`src/rtl/ahb_dmem_master.sv`:
```
// ahb_dmem_master
//   Converts a simple core load/store request stream into AHB-Lite single
//   transfers using a two-register pipeline:
//     A (address phase) -> drives haddr/htrans/hsize/hwrite
//     D (data phase)    -> drives hwdata and produces the core response.
//
//   Request handshake: a request transfers on any rising clk edge where
//   req_valid && req_ready.  req_ready is combinational (slot A free or
//   being vacated this cycle).  resp_valid is a single-cycle pulse with no
//   backpressure, emitted once per accepted request, in order.
//
// Ports
//   clk, rst                     clock, synchronous active-high reset
//   req_valid/req_ready          request handshake
//   req_addr/write/size/signed   request attributes
//   req_wdata                    store data, LSB aligned
//   resp_valid/rdata/err         response pulse, extended load data, error
//   haddr..hwrite                AHB-Lite master outputs
//   hrdata, hready, hresp        AHB-Lite master inputs
module ahb_dmem_master #(
  parameter logic [3:0] HPROT_VAL = 4'b0011
) (
  input  logic        clk,
  input  logic        rst,
  input  logic        req_valid,
  output logic        req_ready,
  input  logic [31:0] req_addr,
  input  logic        req_write,
  input  logic [1:0]  req_size,
  input  logic        req_signed,
  input  logic [31:0] req_wdata,
  output logic        resp_valid,
  output logic [31:0] resp_rdata,
  output logic        resp_err,
  output logic [31:0] haddr,
  output logic [2:0]  hburst,
  output logic        hmastlock,
  output logic [3:0]  hprot,
  output logic [2:0]  hsize,
  output logic [1:0]  htrans,
  output logic [31:0] hwdata,
  output logic        hwrite,
  input  logic [31:0] hrdata,
  input  logic        hready,
  input  logic        hresp
);

  typedef struct packed {
    logic        valid;
    logic        mis;
    logic [31:0] addr;
    logic        write;
    logic [1:0]  size;
    logic        sgn;
    logic [31:0] wdata;
  } a_t;

  typedef struct packed {
    logic        valid;
    logic        mis;
    logic        write;
    logic [1:0]  size;
    logic        sgn;
    logic [1:0]  addr_lo;
    logic [31:0] wdata;
  } d_t;

  a_t a_q, a_d;
  d_t d_q, d_d;

  logic slot_free;
  logic accept;
  logic req_mis;

  // Misaligned half/word accesses and the reserved size code never reach
  // the bus; they travel through the pipeline only to produce an error.
  always_comb begin
    req_mis = 1'b0;
    case (req_size)
      2'b00:   req_mis = 1'b0;
      2'b01:   req_mis = req_addr[0];
      2'b10:   req_mis = (req_addr[1:0] != 2'b00);
      default: req_mis = 1'b1;
    endcase
  end

  assign slot_free = !a_q.valid || hready;
  assign accept    = req_valid && slot_free;

  always_comb begin
    a_d = a_q;
    d_d = d_q;
    // The bus only advances when hready is high; D simply holds otherwise.
    if (hready) begin
      d_d.valid   = a_q.valid;
      d_d.mis     = a_q.mis;
      d_d.write   = a_q.write;
      d_d.size    = a_q.size;
      d_d.sgn     = a_q.sgn;
      d_d.addr_lo = a_q.addr[1:0];
      d_d.wdata   = a_q.wdata;
    end
    if (accept) begin
      a_d.valid = 1'b1;
      a_d.mis   = req_mis;
      a_d.addr  = req_addr;
      a_d.write = req_write;
      a_d.size  = req_size;
      a_d.sgn   = req_signed;
      a_d.wdata = req_wdata;
    end else if (hready) begin
      a_d.valid = 1'b0;
    end
  end

  always_ff @(posedge clk) begin
    if (rst) begin
      a_q <= '0;
      d_q <= '0;
    end else begin
      a_q <= a_d;
      d_q <= d_d;
    end
  end

  // Address phase: purely from A so it stays stable across wait states.
  // An ERROR response does not cancel the transfer held in A.
  assign htrans    = (a_q.valid && !a_q.mis) ? 2'b10 : 2'b00;
  assign haddr     = a_q.addr;
  assign hwrite    = a_q.write;
  assign hsize     = {1'b0, a_q.size};
  assign hburst    = 3'b000;
  assign hmastlock = 1'b0;
  assign hprot     = HPROT_VAL;

  // Data phase: replicate narrow store data onto every byte lane.
  always_comb begin
    hwdata = d_q.wdata;
    case (d_q.size)
      2'b00:   hwdata = {4{d_q.wdata[7:0]}};
      2'b01:   hwdata = {2{d_q.wdata[15:0]}};
      default: hwdata = d_q.wdata;
    endcase
  end

  // Reset gates the core-side outputs immediately so a request caught in
  // flight cannot leak a response during the reset cycle.
  assign req_ready  = rst || slot_free;
  assign resp_valid = !rst && d_q.valid && hready;
  assign resp_err   = resp_valid && (d_q.mis || hresp);

  logic [7:0]  ld_byte;
  logic [15:0] ld_half;
  logic [31:0] ld_ext;

  always_comb begin
    ld_byte = 8'h00;
    case (d_q.addr_lo)
      2'd0:    ld_byte = hrdata[7:0];
      2'd1:    ld_byte = hrdata[15:8];
      2'd2:    ld_byte = hrdata[23:16];
      default: ld_byte = hrdata[31:24];
    endcase
    ld_half = d_q.addr_lo[1] ? hrdata[31:16] : hrdata[15:0];
    ld_ext  = hrdata;
    case (d_q.size)
      2'b00:   ld_ext = {{24{d_q.sgn & ld_byte[7]}}, ld_byte};
      2'b01:   ld_ext = {{16{d_q.sgn & ld_half[15]}}, ld_half};
      default: ld_ext = hrdata;
    endcase
  end

  assign resp_rdata = (resp_valid && !resp_err && !d_q.write) ? ld_ext : 32'h0;

endmodule

```
`config.mk`:
```
export PLATFORM = sky130hd
export DESIGN_NAME = ahb_dmem_master
export DESIGN_NICKNAME = d
export VERILOG_FILES = /design/src/rtl/ahb_dmem_master.sv
export SDC_FILE = /design/constraint.sdc
export NUM_CORES = 1
export LEC_CHECK = 0
export CORE_ASPECT_RATIO = 1.75
export CORE_MARGIN = 8
export CORE_UTILIZATION = 44
export CTS_CLUSTER_SIZE = 40
export DETAILED_ROUTE_END_ITERATION = 8
export PLACE_DENSITY = 0.87
export SETUP_SLACK_MARGIN = 0.2
export SLEW_MARGIN = 20
export SYNTH_ARGS = -nofsm -noshare
export SYNTH_HDL_FRONTEND = slang
export SYNTH_SLANG_ARGS = --single-unit
```
`constraint.sdc`:
```
create_clock -name clk -period 2.5 [get_ports clk]
set_input_delay 0.25 -clock clk [delete_from_list [all_inputs] [get_ports clk]]
set_output_delay 0.25 -clock clk [all_outputs]
set_load 0.05 [all_outputs]
```
Word-level counts from Yosys, hierarchy flattened
Index checks and enable logic that the tools add are counted.
{"block": "totals", "reg_bits": 110, "latchBits": 0, "ram_bits": 0, "mem_bits_ro": 0, "inputBits": 105, "output_inout_bits": 113, "n_memories": 0}
{"block": "op_classes", "addsub": 0, "multipliers": 0, "div_mod_pow": 0, "magnitude_cmp": 0, "n_eq_ne": 5, "shift": 0, "muxes": 9, "bitwise_logic": 2, "n_reduce_logical": 20}
{"cell": "32-bit case mux with 2 select lines", "n": 2}
{"cell": "32-bit two-way mux", "n": 1}
{"cell": "8-bit case mux with 3 select lines", "n": 1}
{"cell": "16-bit two-way mux", "n": 1}
{"cell": "1-bit logical AND", "n": 7}
{"cell": "2-bit by 1-bit == test with 1-bit output (second input constant)", "n": 3}
{"cell": "2-bit logical NOT", "n": 3}
{"cell": "1-bit logical NOT", "n": 5}
{"cell": "2-bit == test (second input constant)", "n": 2}
{"cell": "2-bit nonzero test", "n": 2}
{"cell": "1-bit logical OR", "n": 3}
{"cell": "1-bit case mux with 3 select lines", "n": 1}
{"cell": "1-bit AND", "n": 2}
{"cell": "1-bit two-way mux", "n": 2}
{"cell": "2-bit two-way mux", "n": 1}

Longest topological paths before layout
{"block": "logic_depth", "ltp_word": 8, "ltp_mapped": 6, "ltp_nobuf": 3}

Worst setup path after synthesis
OpenSTA, ideal clock, no wires.
{"block": "synth_timing", "kind": "register -> output", "from": "register d_q[36] (netlist bit)", "to": "output resp_rdata[6]", "t_arrival_ns": 3.466, "t_required_ns": 2.250, "slack_ns": -1.216, "stages_incl_launch_ff": 7, "n_path_buf": 3, "cell_sequence": "dfxtp_1 -> buf_2 -> or2_2 -> clkbuf_1 -> clkbuf_1 -> nor2_1 -> a2111oi_0"}
{"block": "synth_via", "elab_chain_cells": 3, "word_cells_on_any_way": 4}
{"item": "start, declared", "line_no": "69", "source": "d_t d_q, d_d;"}
{"item": "start signal, assigned", "line_no": "119", "source": "d_q <= '0;"}
{"item": "start signal, assigned", "line_no": "122", "source": "d_q <= d_d;"}
{"item": "2-bit by 1-bit == test with 1-bit output / 2-bit logical NOT (equally long branches)", "line_no": "166", "source": "case (d_q.size)"}
{"item": "32-bit case mux with 2 select lines *", "line_no": "166"}
{"item": "32-bit two-way mux *", "line_no": "173", "source": "assign resp_rdata = (resp_valid && !resp_err && !d_q.write) ? ld_ext : 32'h0;"}
{"item": "end, declared", "line_no": "33", "source": "output logic [31:0] resp_rdata,"}
Every way passes the cells marked *; elsewhere a longest branch is shown, timed or not.

Worst setup path after layout
{"block": "layout_timing", "from": "register d_q[33] (netlist bit)", "to": "output resp_rdata[23]"}
{"block": "layout_via", "elab_chain_cells": 5, "word_cells_on_any_way": 9}
{"item": "2-bit == test, or another cell as far along", "line_no": "158", "source": "case (d_q.addr_lo)"}
{"item": "8-bit case mux with 3 select lines", "line_no": "158"}
{"item": "1-bit AND", "line_no": "167", "source": "2'b00: ld_ext = {{24{d_q.sgn & ld_byte[7]}}, ld_byte};"}
{"item": "32-bit case mux with 2 select lines *", "line_no": "166"}
{"item": "32-bit two-way mux *", "line_no": "173"}
Marks and branches as above.

==> reports/summary.txt <==
Crit-path cells: nor4_2, or4b_4, buf_12, o31ai_4, buf_12
Startpoint class of the critical path: flip-flop
Clock tree skew after final layout: 0.00802 ns
Worst hold slack: 0.278 ns
Number of CTS-inserted buffers: 9
Post-detailed-routing wire length: 21,600 um
Primary flip-flop cell chosen by synthesis mapping: sky130_fd_sc_hd__dfxtp_1
P_leak: 3.40 nW
Clock tree from TritonCTS: done
Longest Clk Path Bufs: 2
Sum of routed wire segments on met1: 7950 um
CORE AREA: 0.0132 sq mm
Clock latency on the worst-skew pair: 0.35 ns
Routed Antenna Nets: 0
Number of library cell types mapped by synthesis: 37
Adder and majority gate portion of the synthesized area: 0%
Final estimated routing congestion in global placement: 0.900
Placed inst area: 0.00843 sq mm
Pin count of the biggest net entering global routing: 93
GRT Resource Usage Total: 23.2%
Run status: finished clean
DRC violations left: 0
Starting density of the core: 44.6%
Initial antenna violation count: 2
Number of filler instances in the final layout: 939
Routed length per instance: 21.0 um
Via count of the first global-routing pass: 5,947
Htree depth: 3
Max Fclk: 428 MHz
Number of cells traversed by the worst register-to-register path: 4
Largest voltage drop on the vdd net: 0.000443 V
Iteration count of the initial detailed-routing pass: 5
Estimated wirelength of the detail-placed design: 14,800 um
GR Overflow Total: 0
Syn Std Cell Area: 0.00591 sq mm
Design Area, Final: 0.00913 sq mm
Clock edge transition at the registers on the reported setup and hold paths: 0.08 ns
Family of cells with the greatest summed delay on the critical path: simple AND/OR/NAND/NOR gates
Iter 0 DRT Violations: 517
Synthesized instance count: 714
Reg-to-reg critical path startpoint: a_q[69]$_SDFFE_PP0P_
Vias: 5,970
Share of cell area taken by muxes after synthesis: 14.5%
Net Sw Power: 0.00131 W
Share of the clock period used by the worst path: 93.4%
Number of slew-limit violations in the final report: 0
Area of the die: 0.0175 sq mm
Internal cell power: 0.00301 W
Core Util, Final: 68.9%
Cell row count: 56
Global-route wire length before repair: 32,800 um
Number of warning messages in the yosys log: 0
Critical setup path kind: reg2out
Min-delay src: hready
Final Setup Violations: 0
Routed met3 length: 1580 um
Post-synth EDFFs: 0
Critical path data required time: 2.25 ns
Sequential cell area fraction in the yosys report: 37.3%
Count of state elements after synthesis: 110
Clock Root Buffer: sky130_fd_sc_hd__clkbuf_16
Max incr delay on CP: 0.60 ns
Switching share of power: 30.4%
Arrival @ worst endpoint: 2.09 ns
Number of buffers inserted by port buffering: 207
Pwr dens: 473 mW/mm^2
Routed vias/inst: 5.78
Sum of negative setup slack: 0 ns
Combinational family with the most area after synthesis: compound AO/OA/AOI/OAI gates
Die W: 104 um
Count of boundary I/O pins: 218
Hold Path Stages: 3
Max FO, Critical Path: 7
Area growth from synthesis to final layout: 54.4%
Met2 Wirelength: 10,900 um
Fraction of layout cells with a size suffix above 1: 20.9%
Nets@finish: 957
Mean cell area of the mapped netlist: 8.28 sq um
Share of the synthesized netlist area taken by xor and xnor gates: 0%
Crit path top cell by count: sky130_fd_sc_hd__buf_12
Critical R2R Capture: a_q[30]$_SDFFE_PP0P_
Max-Cap Viols: 0
Clock share of power: 32.9%
Relative contribution of sequential cells to total power: 43.7%
Number of sinks on the clock net: 110
Share of power burned in combinational logic: 23.4%
Number of endpoints with negative hold slack in the final report: 0
Critical-path top delay cell: sky130_fd_sc_hd__or4b_4
Unrepaired setup endpoints after global routing: true
Worst slew margin relative to its limit: 36.2%
Setup crit end kind: output port
Die Ht: 169 um
Crit path time final: 2.34 ns
Destination of the worst hold path: d_q[31]$_SDFFE_PP0P_
Asr flop ratio synth: 0%
Actual transition at the worst max-transition pin: 0.958 ns
Worst-case register-to-register setup slack: 0.91 ns
Highest layer used for signal routing: met4
Post-Synth Simple-Gate Area: 16.2%
Buffers and inverters on the worst path: 2
Worst hold path type: in2reg
Compound-cell area share of the yosys netlist: 19.6%
-- metal layers --
metal,up-vias,track usage (%)
met3,77,6.39
li1,2764,-
met4,0,14.1
met1,2823,24.2
met5,-,0
met2,306,40.7
-- registers in the layout, indices dropped and copies added (netlist names) --
signal,count
haddr,32
a_q,35
hwrite,1
d_q,40
hsize,2
-- kinds of logic after synthesis --
| group | after synthesis |
|---|---|
| AOI/OAI and AO/OA | 194 |
| buffers and inverters | 134 |
| DFF | 110 |
| muxes | 73 |
| other | 2 |
| and+or+nand+nor | 201 |
-- cell usage in the layout, fill, tap and decap left out, types with 6 or more instances in the layout --
master,instances
sky130_fd_sc_hd__clkdlybuf4s50_1,142
sky130_fd_sc_hd__dfxtp_1,106
sky130_fd_sc_hd__o21ai_0,77
sky130_fd_sc_hd__a21oi_1,70
sky130_fd_sc_hd__nand3_1,69
sky130_fd_sc_hd__buf_12,55
sky130_fd_sc_hd__nor2_1,50
sky130_fd_sc_hd__mux2i_1,48
sky130_fd_sc_hd__nand2_1,39
sky130_fd_sc_hd__buf_4,28
sky130_fd_sc_hd__mux2_2,17
sky130_fd_sc_hd__nand4_1,16
sky130_fd_sc_hd__o31ai_4,15
sky130_fd_sc_hd__nor2b_1,11
sky130_fd_sc_hd__conb_1,10
sky130_fd_sc_hd__clkbuf_16,9
sky130_fd_sc_hd__dlygate4sd2_1,9
sky130_fd_sc_hd__inv_1,8
sky130_fd_sc_hd__mux4_2,8
sky130_fd_sc_hd__o22ai_1,8
sky130_fd_sc_hd__a221oi_2,6
sky130_fd_sc_hd__a2111oi_4,6
-- layout make-up --
class                   count  area, sq um  share of cell area [%]
diodes                      2         5.00                  0.0548
clock inverters             5         46.3                   0.507
repair buffers            244         2970                    32.5
flip-flops and latches    110         2210                    24.2
well taps                 174          218                    2.39
multi-input cells         478         3390                    37.2
inverters                   9         33.8                   0.370
clock buffers              11          253                    2.77
-- cell usage after synthesis (7+ instances only) --
library cell / n / share of area (%)
sky130_fd_sc_hd__mux2i_1: 48 / 8.1
sky130_fd_sc_hd__buf_2: 14 / 1.2
sky130_fd_sc_hd__nor2_1: 50 / 3.2
sky130_fd_sc_hd__dfxtp_1: 110 / 37
sky130_fd_sc_hd__o21ai_0: 78 / 6.6
sky130_fd_sc_hd__a221oi_1: 7 / 1.0
sky130_fd_sc_hd__buf_4: 54 / 6.9
sky130_fd_sc_hd__nand3_1: 69 / 5.8
sky130_fd_sc_hd__clkbuf_1: 47 / 3.0
sky130_fd_sc_hd__buf_1: 9 / 0.57
sky130_fd_sc_hd__a2111oi_0: 8 / 1.2
sky130_fd_sc_hd__mux4_2: 7 / 2.7
sky130_fd_sc_hd__nand2_1: 41 / 2.6
sky130_fd_sc_hd__o31ai_2: 10 / 2.1
sky130_fd_sc_hd__inv_1: 9 / 0.57
sky130_fd_sc_hd__o22ai_1: 8 / 0.85
sky130_fd_sc_hd__a21oi_1: 70 / 5.9
sky130_fd_sc_hd__nand4_1: 16 / 1.7
sky130_fd_sc_hd__nor2b_1: 12 / 1.3
sky130_fd_sc_hd__mux2_2: 17 / 3.2
-- repair_timing --
action / 4_1_cts / 5_1_grt
hold endpoints to repair: 0 / 0
hold buffers: 0 / 0
pin swaps: 14 / 8
endpoints found under the setup margin: 39 / 26
gates resized for setup: 45 / 8
gates cloned: 3 / 0
setup buffers: 5 / 4
-- how the worst max path moves through the flow --
| stage | cells past startpoint | slack [ns] | endpoint | from |
|---|---|---|---|---|
| 6_report | 5 | 0.16 | resp_rdata[23] | d_q[33]$_SDFFE_PP0P_ |
| 5_1_grt | 5 | 0.12 | resp_rdata[26] | d_q[33]$_SDFFE_PP0P_ |
| 4_1_cts | 5 | 0.16 | resp_rdata[28] | d_q[32]$_SDFFE_PP0P_ |
| 3_5_place_dp | 6 | 0.008 | resp_rdata[30] | hrdata[7] |
| 3_3_place_gp | 6 | 0.08 | resp_rdata[20] | hrdata[7] |
| 2_1_floorplan | 4 | -0.11 | hwdata[24] | d_q[35]$_SDFFE_PP0P_ |
-- worst register-to-register path, stage by stage (launching register included) --
cell                      delay, ns
sky130_fd_sc_hd__dfxtp_1       0.40
sky130_fd_sc_hd__nor2b_4       0.33
sky130_fd_sc_hd__buf_4         0.43
sky130_fd_sc_hd__o21ai_0       0.17
sky130_fd_sc_hd__a21oi_1       0.18
-- through the flow --
stage               power, W  setup WS [ns]  instances
floorplan            0.00253         -0.115        722
global placement     0.00287         0.0820       1003
detailed placement   0.00289        0.00803       1003
CTS                  0.00434          0.156       1027
global route         0.00448          0.116       1033
finish               0.00432          0.165       1033
-- power by group through the flow --
| stage | sequential, W | clock, W | combinational (W) |
|---|---|---|---|
| 3_3_place_gp | 0.00192 | 0 | 0.000945 |
| 2_1_floorplan | 0.00192 | 0 | 0.000618 |
| 6_report | 0.00189 | 0.00142 | 0.00101 |
| 4_1_cts | 0.00189 | 0.00146 | 0.000994 |
| 5_1_grt | 0.00190 | 0.00151 | 0.00106 |
| 3_5_place_dp | 0.00193 | 0 | 0.000961 |
Note: power is estimated with default switching activity, not from simulation.
